## config.mk

```make
export PLATFORM = sky130hd
export DESIGN_NAME = ctrl_trace_encoder
export DESIGN_NICKNAME = d
export VERILOG_FILES = /design/src/rtl/ctrl_trace_encoder.sv
export SDC_FILE = /design/constraint.sdc
export NUM_CORES = 1
export LEC_CHECK = 0
export ABC_AREA = 1
export CAP_MARGIN = 40
export CELL_PAD_IN_SITES_DETAIL_PLACEMENT = 2
export CELL_PAD_IN_SITES_GLOBAL_PLACEMENT = 2
export CORE_UTILIZATION = 35
export CTS_CLUSTER_SIZE = 30
export DETAILED_ROUTE_END_ITERATION = 6
export GPL_ROUTABILITY_DRIVEN = 0
export PLACE_DENSITY = 0.82
export REMOVE_ABC_BUFFERS = 1
export SLEW_MARGIN = 5
export SYNTH_ARGS = -nofsm -noshare
export SYNTH_HDL_FRONTEND = slang
export SYNTH_SLANG_ARGS = --single-unit
```

## constraint.sdc

```tcl
create_clock -name clk -period 5.45 [get_ports clk]
set_input_delay 1.09 -clock clk [delete_from_list [all_inputs] [get_ports clk]]
set_output_delay 1.09 -clock clk [all_outputs]
set_load 0.02 [all_outputs]
```

## src/rtl/ctrl_trace_encoder.sv

```systemverilog
// ctrl_trace_encoder: re-encodes each captured control bundle into the
// opcode that would have produced it. The encoder also flags bundles that
// the decoder would not have produced for that opcode. Records are queued in
// an 8-entry first-word-fall-through FIFO, tagged with a free-running capture
// sequence number.
module ctrl_trace_encoder (
  input  logic        clk,
  input  logic        reset_n,
  input  logic        cap_en,
  input  logic        Branch,
  input  logic        MemtoReg,
  input  logic        MemWrite,
  input  logic        ReadMem,
  input  logic        ALUSrc,
  input  logic        RegWrite,
  input  logic        immSrc,
  input  logic [3:0]  ALUOp,
  input  logic [1:0]  branch_src,
  input  logic        clear,
  output logic        rd_valid,
  input  logic        rd_ready,
  output logic [13:0] rd_data,
  output logic [3:0]  count,
  output logic [7:0]  ovf_cnt,
  output logic        ovf
);

  localparam int unsigned DEPTH = 8;

  logic [4:0]  opcode;
  logic        err;

  // Bundle the decoder would emit for the recovered opcode.
  logic        exp_branch;
  logic        exp_memtoreg;
  logic        exp_memwrite;
  logic        exp_readmem;
  logic        exp_alusrc;
  logic        exp_regwrite;
  logic        exp_immsrc;
  logic [3:0]  exp_aluop;
  logic [1:0]  exp_bsrc;

  logic [13:0] mem [DEPTH];
  logic [2:0]  wptr;
  logic [2:0]  rptr;
  logic [3:0]  occ;
  logic [7:0]  seq;
  logic [7:0]  drops;
  logic        ovf_q;

  logic        full;
  logic        pop;
  logic        push;
  logic        drop;

  // Inverse decode: bundle -> opcode. Branch immediates are not recoverable.
  always_comb begin
    opcode = '0;
    if (!Branch) begin
      opcode = {1'b1, ALUOp};
    end else begin
      unique case (branch_src)
        2'b10:   opcode = 5'b00000;
        2'b11:   opcode = 5'b00100;
        2'b00:   opcode = 5'b01000;
        default: opcode = 5'b01100;
      endcase
    end
  end

  // Forward decode of the recovered opcode, used to detect inconsistent bundles.
  always_comb begin
    exp_branch   = 1'b0;
    exp_memtoreg = 1'b0;
    exp_memwrite = 1'b0;
    exp_readmem  = 1'b0;
    exp_alusrc   = 1'b0;
    exp_regwrite = 1'b0;
    exp_immsrc   = 1'b0;
    exp_aluop    = 4'hF;
    exp_bsrc     = 2'b11;
    if (opcode[4]) begin
      exp_aluop    = opcode[3:0];
      exp_regwrite = !(opcode[3:0] inside {4'b0110, 4'b0111, 4'b1011});
      exp_alusrc   = opcode[3:0] inside {4'b0111, 4'b1001, 4'b1100, 4'b1101};
      exp_memtoreg = (opcode[3:0] == 4'b1010);
      exp_readmem  = (opcode[3:0] == 4'b1010);
      exp_memwrite = (opcode[3:0] == 4'b1011);
    end else begin
      exp_branch = 1'b1;
      exp_immsrc = 1'b1;
      unique case (opcode[3:2])
        2'b00:   exp_bsrc = 2'b10;
        2'b01:   exp_bsrc = 2'b11;
        2'b10:   exp_bsrc = 2'b00;
        default: exp_bsrc = 2'b01;
      endcase
    end
  end

  // Any field differing from the forward decode marks the record as suspect.
  always_comb begin
    err = (Branch     != exp_branch)   ||
          (MemtoReg   != exp_memtoreg) ||
          (MemWrite   != exp_memwrite) ||
          (ReadMem    != exp_readmem)  ||
          (ALUSrc     != exp_alusrc)   ||
          (RegWrite   != exp_regwrite) ||
          (immSrc     != exp_immsrc)   ||
          (ALUOp      != exp_aluop)    ||
          (branch_src != exp_bsrc);
  end

  // Handshake: a pop frees a slot in the same cycle, so a full FIFO still
  // accepts a capture when the consumer is draining.
  always_comb begin
    full = (occ == 4'(DEPTH));
    pop  = (occ != 4'd0) && rd_ready;
    push = cap_en && (!full || pop);
    drop = cap_en && full && !pop;
  end

  // Pointer, occupancy, sequence and overflow bookkeeping.
  always_ff @(posedge clk or negedge reset_n) begin
    if (!reset_n) begin
      wptr  <= '0;
      rptr  <= '0;
      occ   <= '0;
      seq   <= '0;
      drops <= '0;
      ovf_q <= 1'b0;
    end else if (clear) begin
      wptr  <= '0;
      rptr  <= '0;
      occ   <= '0;
      seq   <= '0;
      drops <= '0;
      ovf_q <= 1'b0;
    end else begin
      if (cap_en) begin
        seq <= seq + 8'd1;
      end
      if (push) begin
        wptr <= wptr + 3'd1;
      end
      if (pop) begin
        rptr <= rptr + 3'd1;
      end
      unique case ({push, pop})
        2'b10:   occ <= occ + 4'd1;
        2'b01:   occ <= occ - 4'd1;
        default: occ <= occ;
      endcase
      if (drop) begin
        ovf_q <= 1'b1;
        if (drops != 8'hFF) begin
          drops <= drops + 8'd1;
        end
      end
    end
  end

  // Record storage; contents need no reset because the read side is gated by occupancy.
  always_ff @(posedge clk) begin
    if (push && !clear) begin
      mem[wptr] <= {seq, err, opcode};
    end
  end

  // Head-of-queue presentation and status outputs.
  always_comb begin
    rd_valid = (occ != 4'd0);
    rd_data  = rd_valid ? mem[rptr] : '0;
    count    = occ;
    ovf_cnt  = drops;
    ovf      = ovf_q;
  end

endmodule

```

Word level (Yosys, flattened, before mapping)
Memories as Yosys holds them, arrays and structs flattened.
Index checks and enable logic that the tools add are counted.
{"block": "word_totals", "elab_cells": 93, "in_bits": 18, "ram_bits": 112, "ff_bits": 27, "n_memories": 1}
{"block": "classes", "n_reduce_logical": 30, "n_eq_ne": 24, "n_mux": 26, "add_sub_neg": 6}
{"memory": "mem", "words": 8, "width": 14, "read_ports": 1, "rd_ports_with_merged_regs": 0, "write_ports": 1, "line_no": "44", "source": "logic [13:0] mem [DEPTH];"}
{"cell": "8-bit two-way mux", "n": 5}
{"cell": "4-bit == test, second input constant", "n": 6}
{"cell": "8-bit by 1-bit adder with 8-bit output, second input constant", "n": 2}
{"cell": "14-bit two-way mux", "n": 1}
{"cell": "3-bit two-way mux", "n": 4}
{"cell": "4-bit case mux with 3 select lines", "n": 1}
{"cell": "2-bit nonzero test", "n": 5}
{"cell": "1-bit logical OR", "n": 9}
{"cell": "1-bit two-way mux", "n": 9}
{"cell": "2-bit == test, second input constant", "n": 4}
{"cell": "4-bit by 3-bit == test with 1-bit output, second input constant", "n": 2}
{"cell": "4-bit two-way mux", "n": 2}
{"cell": "8-bit inequality test, second input constant", "n": 1}
{"cell": "4-bit case mux with 2 select lines", "n": 1}
{"cell": "4-bit nonzero test", "n": 2}
{"cell": "1-bit inequality test", "n": 7}
{"cell": "3-bit by 1-bit adder with 3-bit output, second input constant", "n": 2}
{"cell": "2-bit case mux with 3 select lines", "n": 1}
{"cell": "3-bit nonzero test", "n": 2}
{"cell": "1-bit logical AND", "n": 5}
{"cell": "5-bit two-way mux", "n": 1}
{"cell": "4-bit by 1-bit adder with 4-bit output, second input constant", "n": 1}
{"cell": "2-bit by 1-bit == test with 1-bit output, second input constant", "n": 2}
{"cell": "1-bit logical NOT", "n": 4}
{"cell": "other kinds (6)", "n": 7}

Depth between registers and ports, before layout
Gate-level depths: netlist of run 1.
{"block": "logic_depth", "depth_word": 14, "mapped_depth": 13, "depth_no_buf": 13}

Worst setup path after synthesis of run 1
No wires, ideal clock.
{"block": "synth_path", "path_kind": "input -> register", "start": "input rd_ready", "end": "memory mem[4][0] (enable)", "t_required_ns": 5.066, "setup_slack_ns": 2.891, "cell_stages": 6, "t_arrival_ns": 2.175, "setup_time_ns": 0.384, "path_buffers": 0, "cell_sequence": "nor2_1 > nand3_2 > nand2_2 > nor2_2 > nand2_1 > nor2_1"}
{"block": "synth_via", "elab_chain_cells": 6}
{"element": "from (decl)", "line_no": "21", "source": "input logic rd_ready,"}
{"element": "1-bit logical AND", "line_no": "119", "source": "pop = (occ != 4'd0) && rd_ready;"}
{"element": "1-bit logical OR", "line_no": "120", "source": "push = cap_en && (!full || pop);"}
{"element": "1-bit logical AND", "line_no": "120"}
{"element": "1-bit logical AND", "line_no": "166", "source": "if (push && !clear) begin"}
{"element": "1-bit two-way mux", "line_no": "166"}
{"element": "1-bit two-way mux (not written as such)", "line_no": "167", "source": "mem[wptr] <= {seq, err, opcode};"}
{"element": "to (decl)", "line_no": "44"}
No other way between the ends.

Worst setup path in the final report of run 1
{"block": "layout_path", "start": "register rptr[1]", "end": "output rd_data[6]"}
{"block": "layout_via", "elab_chain_cells": 2}
{"element": "from (decl)", "line_no": "46", "source": "logic [2:0] rptr;"}
{"element": "from (signal assigned)", "line_no": "148", "source": "rptr <= rptr + 3'd1;"}
{"element": "memory read 8 x 14 bit"}
{"element": "14-bit two-way mux", "line_no": "174", "source": "rd_data = rd_valid ? mem[rptr] : '0;"}
{"element": "to (decl)", "line_no": "22", "source": "output logic [13:0] rd_data,"}
No other way between the ends.

==> results of run 1 <==
[flip-flops by register name (all words and copies together) (netlist names)]
register,flops
seq,8
ovf,1
wptr,3
ovf_cnt,8
count,4
mem,112
rptr,3
[worst min-delay path by stage]
stage	startpoint	end	slack, ps	cells after the start
2_1_floorplan	wptr[0]	wptr[0]	540	2
3_3_place_gp	ovf	ovf	500	2
3_5_place_dp	ovf	ovf	510	2
4_1_cts	ovf	ovf	530	2
5_1_grt	ovf	ovf	560	2
6_report	ovf	ovf	510	2
[stage by stage]
stage               hold slack, ps  total power (W)
global placement             503.3         0.002308
finish                       513.9         0.003691
detailed placement           510.3         0.002419
global route                 559.0         0.003855
floorplan                    537.5         0.001898
CTS                          526.3         0.003726
[Yosys cell counts, drive strengths merged]
master,count,area share
ha,6,0.012
o22ai,14,0.014
clkinv,1,0.00080
nor3,5,0.0040
xnor2,2,0.0028
nand3,26,0.026
a211oi,1,0.0012
nor2,134,0.084
nand3b,1,0.0012
nand4,10,0.010
nand2,95,0.061
inv,38,0.023
fa,1,0.0032
o211ai,14,0.017
clkbuf,6,0.0036
dfrtp,27,0.11
xor2,4,0.0056
or2,2,0.0020
o21ai,71,0.057
buf,20,0.020
edfxtp,112,0.54
a21oi,8,0.0082
[power by group]
group | switching, W | total [W] | internal [W]
combinational | 0.000734 | 0.00116 | 0.000422
sequential | 0.0000621 | 0.00124 | 0.00118
clock | 0.000444 | 0.00129 | 0.000849
total | 0.00124 | 0.00369 | 0.00245
[routing by layer]
layer | up-vias | wire length (um) | track usage
met5 | - | 0 | 0
met4 | 0 | 240 | 0.07366
met3 | 25 | 486 | 0.03704
met2 | 72 | 10470 | 0.4164
met1 | 2421 | 7778 | 0.2586
li1 | 2166 | - | -
[logic make-up after synthesis]
family / share of synthesized area
simple gates: 0.1871
xor+xnor: 0.008388
buf+inv: 0.04773
compound gates: 0.09686
fa+ha+maj: 0.01518
flops: 0.6447
[final cells by class]
type                            instances  area, um2  share of cell area
Clock buffer                           17      425.4             0.05538
Clock inverter                         14      226.5             0.02948
Inverter                               39      150.1             0.01955
Multi-Input combinational cell        394       1932              0.2515
Sequential cell                       139       4039              0.5258
Tap cell                              225      281.5             0.03665
Timing Repair Buffer                   59      626.9             0.08161
[worst register-to-register path: stages (launching register included)]
cell and delay [ps]:
dfrtp_1 470, nor2_4 200, nand2_4 220, nand3_4 200
clkinv_2 120, ha_1 350, a21oi_1 200, nand2_1 70
nand2_1 100, nand2_1 70, nand2_1 60, nand2_1 70
nand2_1 80, nand2_1 50
==> reports/qor.csv, run 1 <==
metric,value,unit
fin area,0.007681,mm2
Worst Path Required,4360,ps
WL/cell,21.39,um
P per Cell Area,480.5,mW/mm2
FMAX,0.2496,GHz
Synth-to-Final Area Change,22.61,%
crit-path most repeated cell,nor2_1,
WP data arrival,2920,ps
startpoint types,register,
Final Max Slew Viols,0,
global-route wire length before repair,29970,um
Placed Instance Area,0.007029,mm2
Routed WL,18970,um
TritonCTS Sinks,139,
Leakage Power,2.975,nW
clock latency on the worst-skew pair,420,ps
r2r setup slk,3090,ps
Initial Util,0.3597,
Final TNS setup,0,ps
fin util,0.4410,
drt drc,0,
status,"finished, final reports clean",
initial antenna violation count,0,
Post-CTS Setup Bufs,0,
Die Wd,135.8,um
Worst R2R Path Depth,13,
Rel. slew slack,0.4754,
CTS tree,done,
Cells after Synth,598,
synth warn,0,
final period utilization,0.7351,
Hold Path Class,reg -> reg,
post-synthesis sequential area ratio,0.6447,
clock skew,5.294,ps
start of the worst register-to-register path,count[1],
critical path's top delay family,buffers and inverters,
number of port buffers,45,
synthesized cell area,0.006265,mm2
Final ANT Viol Nets,0,
Peak VDD IR,0.2390,mV
Slew @ Worst Pin,783.9,ps
largest net degree at the start of global routing,58,
die area,0.01844,mm2
TritonRoute pass-1 iters,4,
n_diodes,0,
buffer and inverter count on the worst path,3,
most frequent cells in the layout,"nor2_1, edfxtp_1, nand2_1, o21ai_1, clkdlybuf4s50_1",
maxcap violations,0,
Placed Cells,856,
Final setup viols,0,
CP endpoint kind,primary output,
Fin. Hold Viols,0,
share of layout cells above drive strength 1,0.1057,
Non-Filler Instances,887,
Hold Buf Count CTS,0,
"Distinct cells, synth",35,
vias post-DR,4684,
Detailed Place HPWL,12600,um
chip height,135.8,um
vias in the first global route,5249,
CTS buffer count,17,
crit path capture,rd_data[6],
"Max FO, Critical Path",22,
clock-pin slew on the worst setup and hold paths,60,ps
Clock H-tree levels,4,
CP Cell Sequence,"buf_16, inv_2, o21ai_1, o22ai_1, nor2_1, nor2_1, clkdlybuf4s50_1",
stages on the worst setup path,7,
Worst Setup Path Type,reg -> out,
unrepaired setup endpoints after global routing,no,
GRT overflow,0,
1st-iter DRT viols,340,
GR Util All Layers,0.2240,
"FF+latch count, synth",139,
Post-CTS Resized,0,
slowest CP cell,clkdlybuf4s50_1,
crit-path max cell delay,640,ps
final setup margin,1444,ps
std cell rows,48,
vias per std cell,5.281,
"commonest non-fill, non-tap cell in the layout",nor2_1,
reg2reg end,count[3],
core area,0.01742,mm2
Root Buffer,clkbuf_16,
Setup WS pre-CTS,1938,ps
Layout fillers,1808,
launch point of the critical path,rptr[1],
Final nets,675,
Clock Path Buffers,2,
IO Pins,46,
min Tclk post-route,4006,ps
Avg Inst Size Synth,10.48,um2
(Power assumes the default switching activity.)
==> run 2, diff against run 1 <==
--- a/config.mk
+++ b/config.mk
@@ -13,7 +13,7 @@
 export CTS_CLUSTER_SIZE = 30
 export DETAILED_ROUTE_END_ITERATION = 6
 export GPL_ROUTABILITY_DRIVEN = 0
-export PLACE_DENSITY = 0.82
+export PLACE_DENSITY = 0.85
 export REMOVE_ABC_BUFFERS = 1
 export SLEW_MARGIN = 5
 export SYNTH_ARGS = -nofsm -noshare
==> constraint.sdc (replaced) <==
create_clock -name clk -period 3.3 [get_ports clk]
set_input_delay 0.66 -clock clk [delete_from_list [all_inputs] [get_ports clk]]
set_output_delay 0.66 -clock clk [all_outputs]
set_load 0.02 [all_outputs]
==> reports/qor.csv, run 2 (synthesized netlist as in run 1, its figures left out) <==
metric,value,unit,change
Final ANT Viol Nets,0,,unchanged
CTS tree,done,,unchanged
Final Max Slew Viols,0,,unchanged
chip height,135.8,um,unchanged
most frequent cells in the layout,"nor2_1, edfxtp_1, nand2_1, o21ai_1, clkdlybuf4s50_1",,unchanged
std cell rows,48,,unchanged
clock latency on the worst-skew pair,430,ps,was 420 ps
Clock Path Buffers,2,,unchanged
global-route wire length before repair,31620,um,"was 29,970 um"
"Max FO, Critical Path",16,,was 22
Worst Path Required,2640,ps,was 4360 ps
maxcap violations,0,,unchanged
Hold Path Class,reg -> reg,,unchanged
number of port buffers,45,,unchanged
Worst R2R Path Depth,13,,unchanged
TritonRoute pass-1 iters,5,,was 4
Layout fillers,1832,,"was 1,808"
min Tclk post-route,3154,ps,
clock-pin slew on the worst setup and hold paths,60,ps,about the same
Die Wd,135.8,um,unchanged
WL/cell,22.63,um,was 21.39 um
status,"finished, final reports clean",,unchanged
1st-iter DRT viols,318,,was 340
GR Util All Layers,0.2380,,was 0.2240
P per Cell Area,786.6,mW/mm2,was 480.5 mW/mm2
Routed WL,20160,um,"was 18,970 um"
IO Pins,46,,unchanged
TritonCTS Sinks,139,,unchanged
final setup margin,145.8,ps,was 1444 ps
Initial Util,0.3597,,unchanged
Final setup viols,0,,unchanged
hold_ws,535.8,ps,was 513.9 ps
Top reg by flops,mem,,unchanged
Final nets,678,,was 675
launch point of the critical path,rptr[0],,was rptr[1]
Hold Buf Count CTS,0,,unchanged
largest net degree at the start of global routing,38,,was 58
Leakage Power,2.917,nW,was 2.975 nW
start of the worst register-to-register path,count[0],,was count[1]
FMAX,0.3170,GHz,
vias post-DR,4724,,"was 4,684"
drt drc,0,,unchanged
Clock H-tree levels,4,,unchanged
Setup WS pre-CTS,501.7,ps,was 1938 ps
Synth-to-Final Area Change,21.21,%,was 22.61%
Hold Path Stages,2,,unchanged
Worst Setup Path Type,reg -> out,,unchanged
vias per std cell,5.302,,was 5.281
core area,0.01742,mm2,unchanged
CP endpoint kind,primary output,,unchanged
Root Buffer,clkbuf_16,,unchanged
hold wc startpoint,ovf,,unchanged
"commonest non-fill, non-tap cell in the layout",nor2_1,,unchanged
unrepaired setup endpoints after global routing,no,,unchanged
die area,0.01844,mm2,unchanged
WP data arrival,2490,ps,was 2920 ps
clock skew,8.134,ps,was 5.294 ps
n_diodes,0,,unchanged
GRT overflow,0,,unchanged
initial antenna violation count,0,,unchanged
Rel. slew slack,0.6031,,was 0.4754
Post-CTS Setup Bufs,0,,unchanged
Post-CTS Resized,0,,unchanged
final period utilization,0.9558,,
vias in the first global route,5477,,"was 5,249"
fin util,0.4360,,was 0.4410
Fin. Hold Viols,0,,unchanged
share of layout cells above drive strength 1,0.1096,,was 0.1057
startpoint types,register,,unchanged
Final TNS setup,0,ps,unchanged
Detailed Place HPWL,12560,um,"was 12,600 um"
max reg flops,112,,unchanged
Peak VDD IR,0.4280,mV,was 0.2390 mV
Slew @ Worst Pin,593.1,ps,was 783.9 ps
CTS buffer count,17,,unchanged
## run 2: changes by cell type in the layout (fill, tap and decap cells not counted), sizes merged
| cell | previous run | this run |
|---|---|---|
| buf | 14 | 17 |
| bufinv | 6 | 3 |
| inv | 38 | 40 |
| clkbuf | 17 | 18 |
| clkinv | 7 | 8 |
## run 2: power by group
part	internal [W]	leakage (nW)	switching (W)
Combinational	0.000685	1.22	0.00128
Sequential	0.00195	1.40	0.0000914
Clock	0.00119	0.288	0.000779
Total	0.00383	2.92	0.00215
## run 2: per-layer routing
layer  track usage  wire length [um]  up-vias
met5             0                 0        -
met4       0.08302               403        0
met3       0.04040               696       27
met2        0.4413             11030       94
met1        0.2731              8029     2431
li1              -                 -     2172
## run 2: stage by stage
stage	std cells	total power [W]	area, um2
after floorplan	572	0.003135	6116
after global placement	859	0.003862	6988
after detailed placement	859	0.004005	6988
after CTS	891	0.006023	7589
after global routing	891	0.006227	7594
final	891	0.005973	7594
## run 2: critical path: stages, from the launching register on
cell and delay (ps):
dfrtp_1 410, inv_2 190, buf_4 270, nor2_1 90, o211ai_1 200, nand2_1 90, nor2_1 170, clkdlybuf4s50_1 640
## run 2: cell type report
class | instances | area, um2 | area share
well taps | 225 | 281.5 | 0.03707
clock buffers | 18 | 429.2 | 0.05652
repair buffers | 62 | 594.3 | 0.07827
flip-flops and latches | 139 | 4040 | 0.5320
multi-input cells | 394 | 1927 | 0.2537
clock inverters | 14 | 171.4 | 0.02257
inverters | 39 | 150.1 | 0.01977
## run 2: final timing paths
path / slack (ps) / end
max in group asynchronous: 2350 / rptr[1]
hold / removal: 540 / ovf
setup reg to reg: 840 / count[3]
min in group asynchronous: 640 / ovf_cnt[7]
setup / recovery: 150 / rd_data[6]
hold reg to reg: 540 / ovf
==> run 3, diff against run 2 <==
--- a/config.mk
+++ b/config.mk
@@ -9,6 +9,7 @@
 export CAP_MARGIN = 40
 export CELL_PAD_IN_SITES_DETAIL_PLACEMENT = 2
 export CELL_PAD_IN_SITES_GLOBAL_PLACEMENT = 2
+export CORE_MARGIN = 2
 export CORE_UTILIZATION = 35
 export CTS_CLUSTER_SIZE = 30
 export DETAILED_ROUTE_END_ITERATION = 6
==> reports/qor.csv, run 3 (synthesized netlist as in run 1, its figures left out) <==
metric,value,unit,change
largest net degree at the start of global routing,59,,was 38
Top reg by flops,mem,,unchanged
min Tclk post-route,3160,ps,was 3154 ps
Logic pwr share,0.332,,was 0.328
Hold Path Class,reg -> reg,,unchanged
std cell rows,48,,unchanged
final period utilization,0.9574,,was 0.9558
buffer and inverter count on the worst path,2,,was 3
Detailed Place HPWL,12530,um,"was 12,560 um"
maxcap violations,0,,unchanged
slowest CP cell,clkdlybuf4s50_1,,unchanged
Root Buffer,clkbuf_16,,unchanged
status,"finished, final reports clean",,unchanged
crit-path max cell delay,640,ps,about the same
Worst Setup Path Type,reg -> out,,unchanged
final setup margin,140.5,ps,was 145.8 ps
Initial Util,0.3597,,unchanged
critical path's top delay family,buffers and inverters,,unchanged
clock skew,11.76,ps,was 8.134 ps
initial antenna violation count,0,,unchanged
Rel. slew slack,0.6077,,was 0.6031
stages on the worst setup path,8,,was 7
CP Cell Sequence,"buf_8, nor2_1, nor2_1, o21ai_1, o211ai_1, nand2_1, nor2_1, clkdlybuf4s50_1",,"was inv_2, buf_4, nor2_1, o211ai_1, nand2_1, nor2_1, clkdlybuf4s50_1"
Peak VDD IR,0.3855,mV,was 0.4280 mV
WL/cell,22.55,um,was 22.63 um
most frequent cells in the layout,"nor2_1, edfxtp_1, nand2_1, o21ai_1, clkdlybuf4s50_1",,unchanged
Clock Path Buffers,2,,unchanged
Final nets,678,,unchanged
global-route wire length before repair,31420,um,"was 31,620 um"
Fin. Hold Viols,0,,unchanged
Worst Path Required,2640,ps,about the same
TritonRoute pass-1 iters,4,,was 5
switch share,0.3571,,was 0.3592
Clk pwr share,0.326,,was 0.330
vias post-DR,4763,,"was 4,724"
CTS buffer count,17,,unchanged
fin util,0.4350,,was 0.4360
Synth-to-Final Area Change,20.93,%,was 21.21%
Routed WL,20040,um,"was 20,160 um"
Leakage Power,2.913,nW,was 2.917 nW
CP endpoint kind,primary output,,unchanged
"Max FO, Critical Path",33,,was 16
Final Max Slew Viols,0,,unchanged
1st-iter DRT viols,274,,was 318
launch point of the critical path,rptr[0],,unchanged
NetSw,0.002115,W,was 0.002146 W
Clock H-tree levels,4,,unchanged
max reg flops,112,,unchanged
die area,0.01899,mm2,was 0.01844 mm2
FMAX,0.3165,GHz,was 0.3170 GHz
drt drc,0,,unchanged
Reg power frac,0.343,,was 0.342
CTS tree,done,,unchanged
Post-CTS Setup Bufs,0,,unchanged
reg2reg end,count[3],,unchanged
Final TNS setup,0,ps,unchanged
start of the worst register-to-register path,count[1],,was count[0]
TritonCTS Sinks,139,,unchanged
clock latency on the worst-skew pair,430,ps,about the same
vias per std cell,5.358,,was 5.302
"commonest non-fill, non-tap cell in the layout",nor2_1,,unchanged
crit path capture,rd_data[4],,was rd_data[6]
Internal,0.003808,W,was 0.003828 W
P per Cell Area,781.8,mW/mm2,was 786.6 mW/mm2
Slew @ Worst Pin,586.3,ps,was 593.1 ps
Die Wd,137.8,um,was 135.8 um
startpoint types,register,,unchanged
IO Pins,46,,unchanged
Hold Buf Count CTS,0,,unchanged
Final setup viols,0,,unchanged
r2r setup slk,990,ps,was 840 ps
GR Util All Layers,0.2288,,was 0.2380
total power,0.005923,W,was 0.005973 W
Final ANT Viol Nets,0,,unchanged
WP data arrival,2500,ps,was 2490 ps
chip height,137.8,um,was 135.8 um
GRT overflow,0,,unchanged
Post-CTS Resized,3,,was 0
vias in the first global route,5362,,"was 5,477"
share of layout cells above drive strength 1,0.1054,,was 0.1096
unrepaired setup endpoints after global routing,no,,unchanged
number of port buffers,45,,unchanged
crit-path most repeated cell,nor2_1,,unchanged
Worst R2R Path Depth,13,,unchanged
clock-pin slew on the worst setup and hold paths,60,ps,about the same
core area,0.01742,mm2,unchanged
Setup WS pre-CTS,478.9,ps,was 501.7 ps
n_diodes,0,,unchanged
[run 3: cell count changes in the layout (fill, tap and decap cells not counted), sizes merged]
cell           previous run  this run
dlygate4sd2               0         1
clkinv                    8         5
clkinvlp                  2         3
clkdlybuf4s50            45        44
[run 3: worst min path at each step]
stage | slack, ps | cells after the start | start | endpoint
6_report | 550 | 2 | ovf_cnt[7] | ovf_cnt[7]
5_1_grt | 590 | 2 | ovf_cnt[1] | ovf_cnt[1]
4_1_cts | 560 | 2 | ovf_cnt[1] | ovf_cnt[1]
3_5_place_dp | 530 | 2 | ovf | ovf
3_3_place_gp | 510 | 2 | ovf | ovf
2_1_floorplan | 360 | 0 | reset_n | count[0]
[run 3: metal layers]
metal  GRT usage  part of all wire  vias to the layer above
met2      0.4102              0.54                      116
met4      0.1100             0.028                        0
li1            -                 -                     2175
met3     0.03790             0.039                       43
met5           0                 0                        -
met1      0.2656              0.40                     2429
[run 3: final cells by class]
type / instances / area, um2
clock buffers: 18 / 429.2
multi-input cells: 394 / 1927
well taps: 225 / 281.5
clock inverters: 12 / 148.9
inverters: 39 / 150.1
flip-flops and latches: 139 / 4039
repair buffers: 62 / 600.6
fillers: 1851 / 9841
[run 3: through the flow]
step / area (um2) / hold WS, ps / instances
finish: 7576 / 550.9 / 889
global route: 7576 / 593.2 / 889
CTS: 7572 / 555.5 / 889
detailed placement: 6988 / 529.2 / 859
global placement: 6988 / 507.6 / 859
floorplan: 6116 / 364.4 / 572
[run 3: tightest hold or removal path, stage by stage (launching register included)]
cell and delay (ps):
dfrtp_1 390, nand2_1 70, nand2_1 60
[run 3: power by group through the flow]
stage / sequential [W] / clock, W / combinational [W]
detailed placement: 0.00206 / 0 / 0.00194
global route: 0.00204 / 0.00200 / 0.00214
floorplan: 0.00215 / 0 / 0.000984
finish: 0.00203 / 0.00193 / 0.00197
CTS: 0.00203 / 0.00195 / 0.00199
global placement: 0.00205 / 0 / 0.00180
==> RTL edit 1 (settings of run 3) <==
`DEPTH`: 8 -> 16.
--- a/src/rtl/ctrl_trace_encoder.sv
+++ b/src/rtl/ctrl_trace_encoder.sv
@@ -25,7 +25,7 @@
   output logic        ovf
 );
 
-  localparam int unsigned DEPTH = 8;
+  localparam int unsigned DEPTH = 16;
 
   logic [4:0]  opcode;
   logic        err;
Function: changed (a bounded check fails within 4 cycles, from zero or initial values and one cycle with reset_n low).
==> RTL edit 1 against run 3 <==
Synthesized area fell by 1.1%; hold slack got worse by 0.085 ns; routed wire length fell by 4.2%; final cell count fell by 1.6%; cell area rose by 0.18%; sequential cell count did not move; worst setup slack got worse by 0.034 ns.
Power is not compared: it rests on default switching activity, and its combinational part moved more than twofold at a synthesized area within 25%.
==> RTL edit 1: results (changes against run 3) <==
status=finished clean (unchanged); initial antenna violation count=0 (unchanged); Skew-Pair Late Insertion Delay=0.42 ns; clk buf depth=2 (unchanged); Post-layout nets=664 (was 678); setup slack at placement=0.447 ns (was 0.479 ns); FF-to-FF setup slack=0.83 ns (was 0.99 ns); Multi-input gate area=0.00188 sq mm (was 0.00193 sq mm); synth top area cells=edfxtp_1, dfrtp_1, nor2_1 (unchanged); Max-Cap Viols=0 (unchanged); critical path's largest stage delay=0.62 ns (was 0.64 ns); routed wl met3=609 um (was 781 um); GRT Overall Usage=21.9% (was 22.9%); Post-synth top cells=nor2_1, edfxtp_1, nand2_1 (unchanged); final wirelength=19.2 mm (was 20.0 mm); DP Area=0.00705 sq mm (was 0.00699 sq mm); DRT iter0 DRCs=239 (was 274); critical-path maximum fanout=30 (was 33); Metal-1 WL=7.88 mm (was 7.93 mm); CTS buffer count=17 (unchanged); via count=4599 (was 4763); CP max-delay cell=clkdlybuf4s50_1 (unchanged); post-synthesis compound-gate area fraction=9.87% (was 9.69%); Final Skew=0.00888 ns (was 0.0118 ns); crit path DAT=2.53 ns (was 2.50 ns); worst min path class=input port to asynchronous set/reset pin (was register to register); share of post-route cells with drive strength above 1=11.7% (was 10.5%); post-synthesis mux area share=2.26% (was 0%); vias in the first global route=5181 (was 5362); Synth Area in Adders=1.53% (was 1.52%); period utilisation layout=96.8% (was 95.7%); max_slew headroom=57.2% (was 60.8%); sequential fraction of the synthesis area=65.2% (was 64.5%); first-pass GRT wire length=30.1 mm (was 31.4 mm); clk slew on worst S/H paths=0.06 ns (about the same); top routing layer in use=met4 (unchanged); metal2 WL=10.3 mm (was 10.8 mm); DRT Pass-1 Iters=4 (unchanged); Layout fillers=1796 (was 1851); largest net degree at the start of global routing=33 (was 59); DP HPWL=12.7 mm (was 12.5 mm); XOR/XNOR Fraction of Synth Area=0.565% (was 0.839%); peak supply drop=371 uV
## RTL edit 1: layout make-up
class / instances / area share [%]
timing repair buffer: 72 / 9.25
clock inverter: 12 / 1.42
multi-input combinational: 371 / 24.8
sequential: 139 / 53.3
inverter: 38 / 1.91
tap: 225 / 3.71
clock buffer: 18 / 5.65
## RTL edit 1: power breakdown
part	switching, uW	total (uW)	internal (uW)	leakage [uW]
sequential	11.6	1910	1890	0.00144
combinational	74.8	120	45.6	0.00116
clock	699	1780	1080	0.000267
total	785	3810	3020	0.00286
## RTL edit 1: metal layers
layer,global-route usage (%),vias up
met5,0,-
met4,8.76,0
met3,3.81,33
met2,38.9,84
met1,26.2,2363
li1,-,2119
## RTL edit 1: cells by family after synthesis
family,after synthesis
compound gates,118
xor+xnor,4
buf+inv,62
fa+ha+maj,7
flops,139
mux,14
simple gates,228
## RTL edit 1: final timing paths
check	start	to	cells past startpoint
setup / recovery	rptr[0]	rd_data[10]	7
hold / removal	reset_n	count[1]	1
setup reg to reg	count[1]	count[3]	12
hold reg to reg	ovf_cnt[1]	ovf_cnt[1]	2
max in group asynchronous	reset_n	seq[1]	3
min in group clk	ovf_cnt[1]	ovf_cnt[1]	2
## RTL edit 1: worst reg2reg max path, delay by kind of cell, from the launching register on
family	cells	cell delay (ns)
and+or+nand+nor	9	1.25
adders and majority gates	1	0.32
xor gates and xnor gates	1	0.14
DFF	1	0.47
AOI/OAI and AO/OA	1	0.19
## RTL edit 1: repair_timing
action	CTS	global route
hold buffers	0	0
setup endpoints to repair	0	6
gates resized for setup	0	2
buffers inserted	0	0
## RTL edit 1: metrics by stage
| step | instances | hold slack (ns) | util (%) | power [uW] |
|---|---|---|---|---|
| 2_1_floorplan | 548 | 0.364 | - | 1980 |
| 3_3_place_gp | 844 | 0.510 | 40.7 | 2050 |
| 3_5_place_dp | 845 | 0.531 | 40.7 | 2060 |
| 4_1_cts | 875 | 0.452 | 43.8 | 3850 |
| 5_1_grt | 875 | 0.465 | 43.9 | 3920 |
| 6_report | 875 | 0.466 | 43.9 | 3810 |
==> RTL edit 2 (flow settings as in run 3) <==
Made on the original files. Register the output `ovf_cnt`; this adds one clock of latency there. The other outputs are not delayed to match.
--- a/src/rtl/ctrl_trace_encoder.sv
+++ b/src/rtl/ctrl_trace_encoder.sv
@@ -26,6 +26,8 @@
 );
 
   localparam int unsigned DEPTH = 8;
+
+  logic [7:0] ovf_cnt_d;
 
   logic [4:0]  opcode;
   logic        err;
@@ -173,8 +175,12 @@
     rd_valid = (occ != 4'd0);
     rd_data  = rd_valid ? mem[rptr] : '0;
     count    = occ;
-    ovf_cnt  = drops;
+    ovf_cnt_d = drops;
     ovf      = ovf_q;
+  end
+
+  always_ff @(posedge clk) begin
+    ovf_cnt <= ovf_cnt_d;
   end
 
 endmodule
Behaviour: not the same (Yosys sat finds a counterexample within 10 cycles, from zero or initial values and one cycle with reset_n low).
==> RTL edit 2 against run 3 <==
Routed wire length shrank 2.1%; cell area grew 2.3%; worst setup slack got worse by 0.012 ns; power increased by 2.3%; sequential cell count grew 8; count of clock-buffer cells in the layout unchanged; synthesized area up 1.9%; sequential share of layout area up 0.89 points; first-iteration DRC count increased by 15%; global-route usage shrank 1.7 points; maximum frequency decreased by 0.37%; critical endpoint unchanged.
==> RTL edit 2: results (changes against run 3) <==
CTS root buf=clkbuf_16 (unchanged); synth top area cells=edfxtp_1, dfrtp_1, nor2_1 (unchanged); critical-path maximum fanout=27 (was 33); vias in the first global route=5454 (was 5362); EDFF count, synth=112 (unchanged); asr flop ratio synth=18.4% (was 19.4%); status=finished clean (unchanged); Post-synth top cells=nor2_1, edfxtp_1, nand2_1 (unchanged); most flop-heavy register=mem (unchanged); # diodes=0 (unchanged); Avg WL per Cell=21.8 um (was 22.5 um); DP HPWL=12.9 mm (was 12.5 mm); Layout fillers=1861 (was 1851); crit path DAT=2.51 ns (was 2.50 ns); worst r2r path cells=13 (unchanged); met3 Use GR=2.97% (was 3.79%); Synth Area in Adders=1.49% (was 1.52%); library cells used by synthesis=37 (was 35); via count=4720 (was 4763); metal2 WL=11.0 mm (was 10.8 mm); critical path's largest stage delay=0.62 ns (was 0.64 ns); Final Skew=0.00530 ns (was 0.0118 ns); routed wl met3=600 um (was 781 um); Ys Warns=0 (unchanged); share of post-route cells with drive strength above 1=10.6% (was 10.5%); XOR/XNOR Fraction of Synth Area=0.686% (was 0.839%); post-synthesis compound-gate area fraction=9.58% (was 9.69%); DRT Pass-1 Iters=4 (unchanged); clk buf depth=2 (unchanged); P_leak=0.00301 uW (was 0.00291 uW); post_cts resized=1 (was 3); post-synthesis mux area share=0% (unchanged); Post-CTS Setup Inserts=0 (unchanged); CTS buffer count=17 (unchanged); max FFs per register=112 (unchanged); GRT Overall Usage=21.1% (was 22.9%); GR Util met2=39.8% (was 41.0%); Metal-1 WL=7.81 mm (was 7.93 mm); H-Tree Depth=4 (unchanged); worst hold path depth=0 (was 2); Port Buffer Count=45 (unchanged); sequential fraction of the synthesis area=65.8% (was 64.5%); clk slew on worst S/H paths=0.06 ns (about the same); first-pass GRT wire length=31.3 mm (was 31.4 mm); met1 usage=24.7% (was 26.6%); DRT iter0 DRCs=315 (was 274); top_reg_cell synth=edfxtp_1 (unchanged); Worst-Margin Slew=0.761 ns (was 0.586 ns); largest net degree at the start of global routing=35 (was 59); peak supply drop=365 uV (was 385 uV); Post-layout nets=683 (was 678)
RTL edit 2: changes by cell type after synthesis, sizes merged, moves of 2 or more:
cell / delta
dfxtp: +8
buf: -3
nand3: -2
clkbuf: +3
a21oi: +2
nand2: -2
RTL edit 2: worst paths after layout:
| check | slack, ns | endpoint | start |
|---|---|---|---|
| worst max register to register | 0.98 | count[3] | count[1] |
| worst min register to register | 0.44 | ovf_cnt[7] | drops[7] |
| max in group asynchronous | 2.34 | rptr[1] | reset_n |
| min in group asynchronous | 0.64 | count[1] | reset_n |
| worst min-delay path | 0.44 | ovf_cnt[7] | drops[7] |
| worst max-delay path | 0.13 | rd_data[4] | rptr[1] |
RTL edit 2: area by class of cell:
| cell class | instances | area, sq um | area share [%] |
|---|---|---|---|
| flip-flops and latches | 147 | 4200 | 54.2 |
| multi-input cells | 389 | 1900 | 24.5 |
| repair buffers | 65 | 604 | 7.79 |
| clock buffers | 18 | 429 | 5.53 |
| well taps | 229 | 287 | 3.70 |
| clock inverters | 14 | 188 | 2.42 |
| inverters | 38 | 145 | 1.87 |
RTL edit 2: through the flow:
stage | setup WS, ns | cell area (sq um) | instances | util [%] | total power (uW)
2_1_floorplan | 0.500 | 6240 | 574 | - | 3180
3_3_place_gp | 0.383 | 7130 | 868 | 39.8 | 3930
3_5_place_dp | 0.236 | 7130 | 868 | 39.8 | 4070
4_1_cts | 0.0649 | 7750 | 900 | 43.3 | 6130
5_1_grt | 0.00299 | 7750 | 900 | 43.3 | 6350
6_report | 0.129 | 7750 | 900 | 43.3 | 6060
RTL edit 2: where the power goes:
part / total, uW / switching [uW] / internal [uW] / leakage [uW]
Clock: 2030 / 766 / 1260 / 0.000292
Sequential: 2160 / 111 / 2050 / 0.00149
Combinational: 1880 / 1210 / 670 / 0.00123
Total: 6060 / 2080 / 3980 / 0.00301
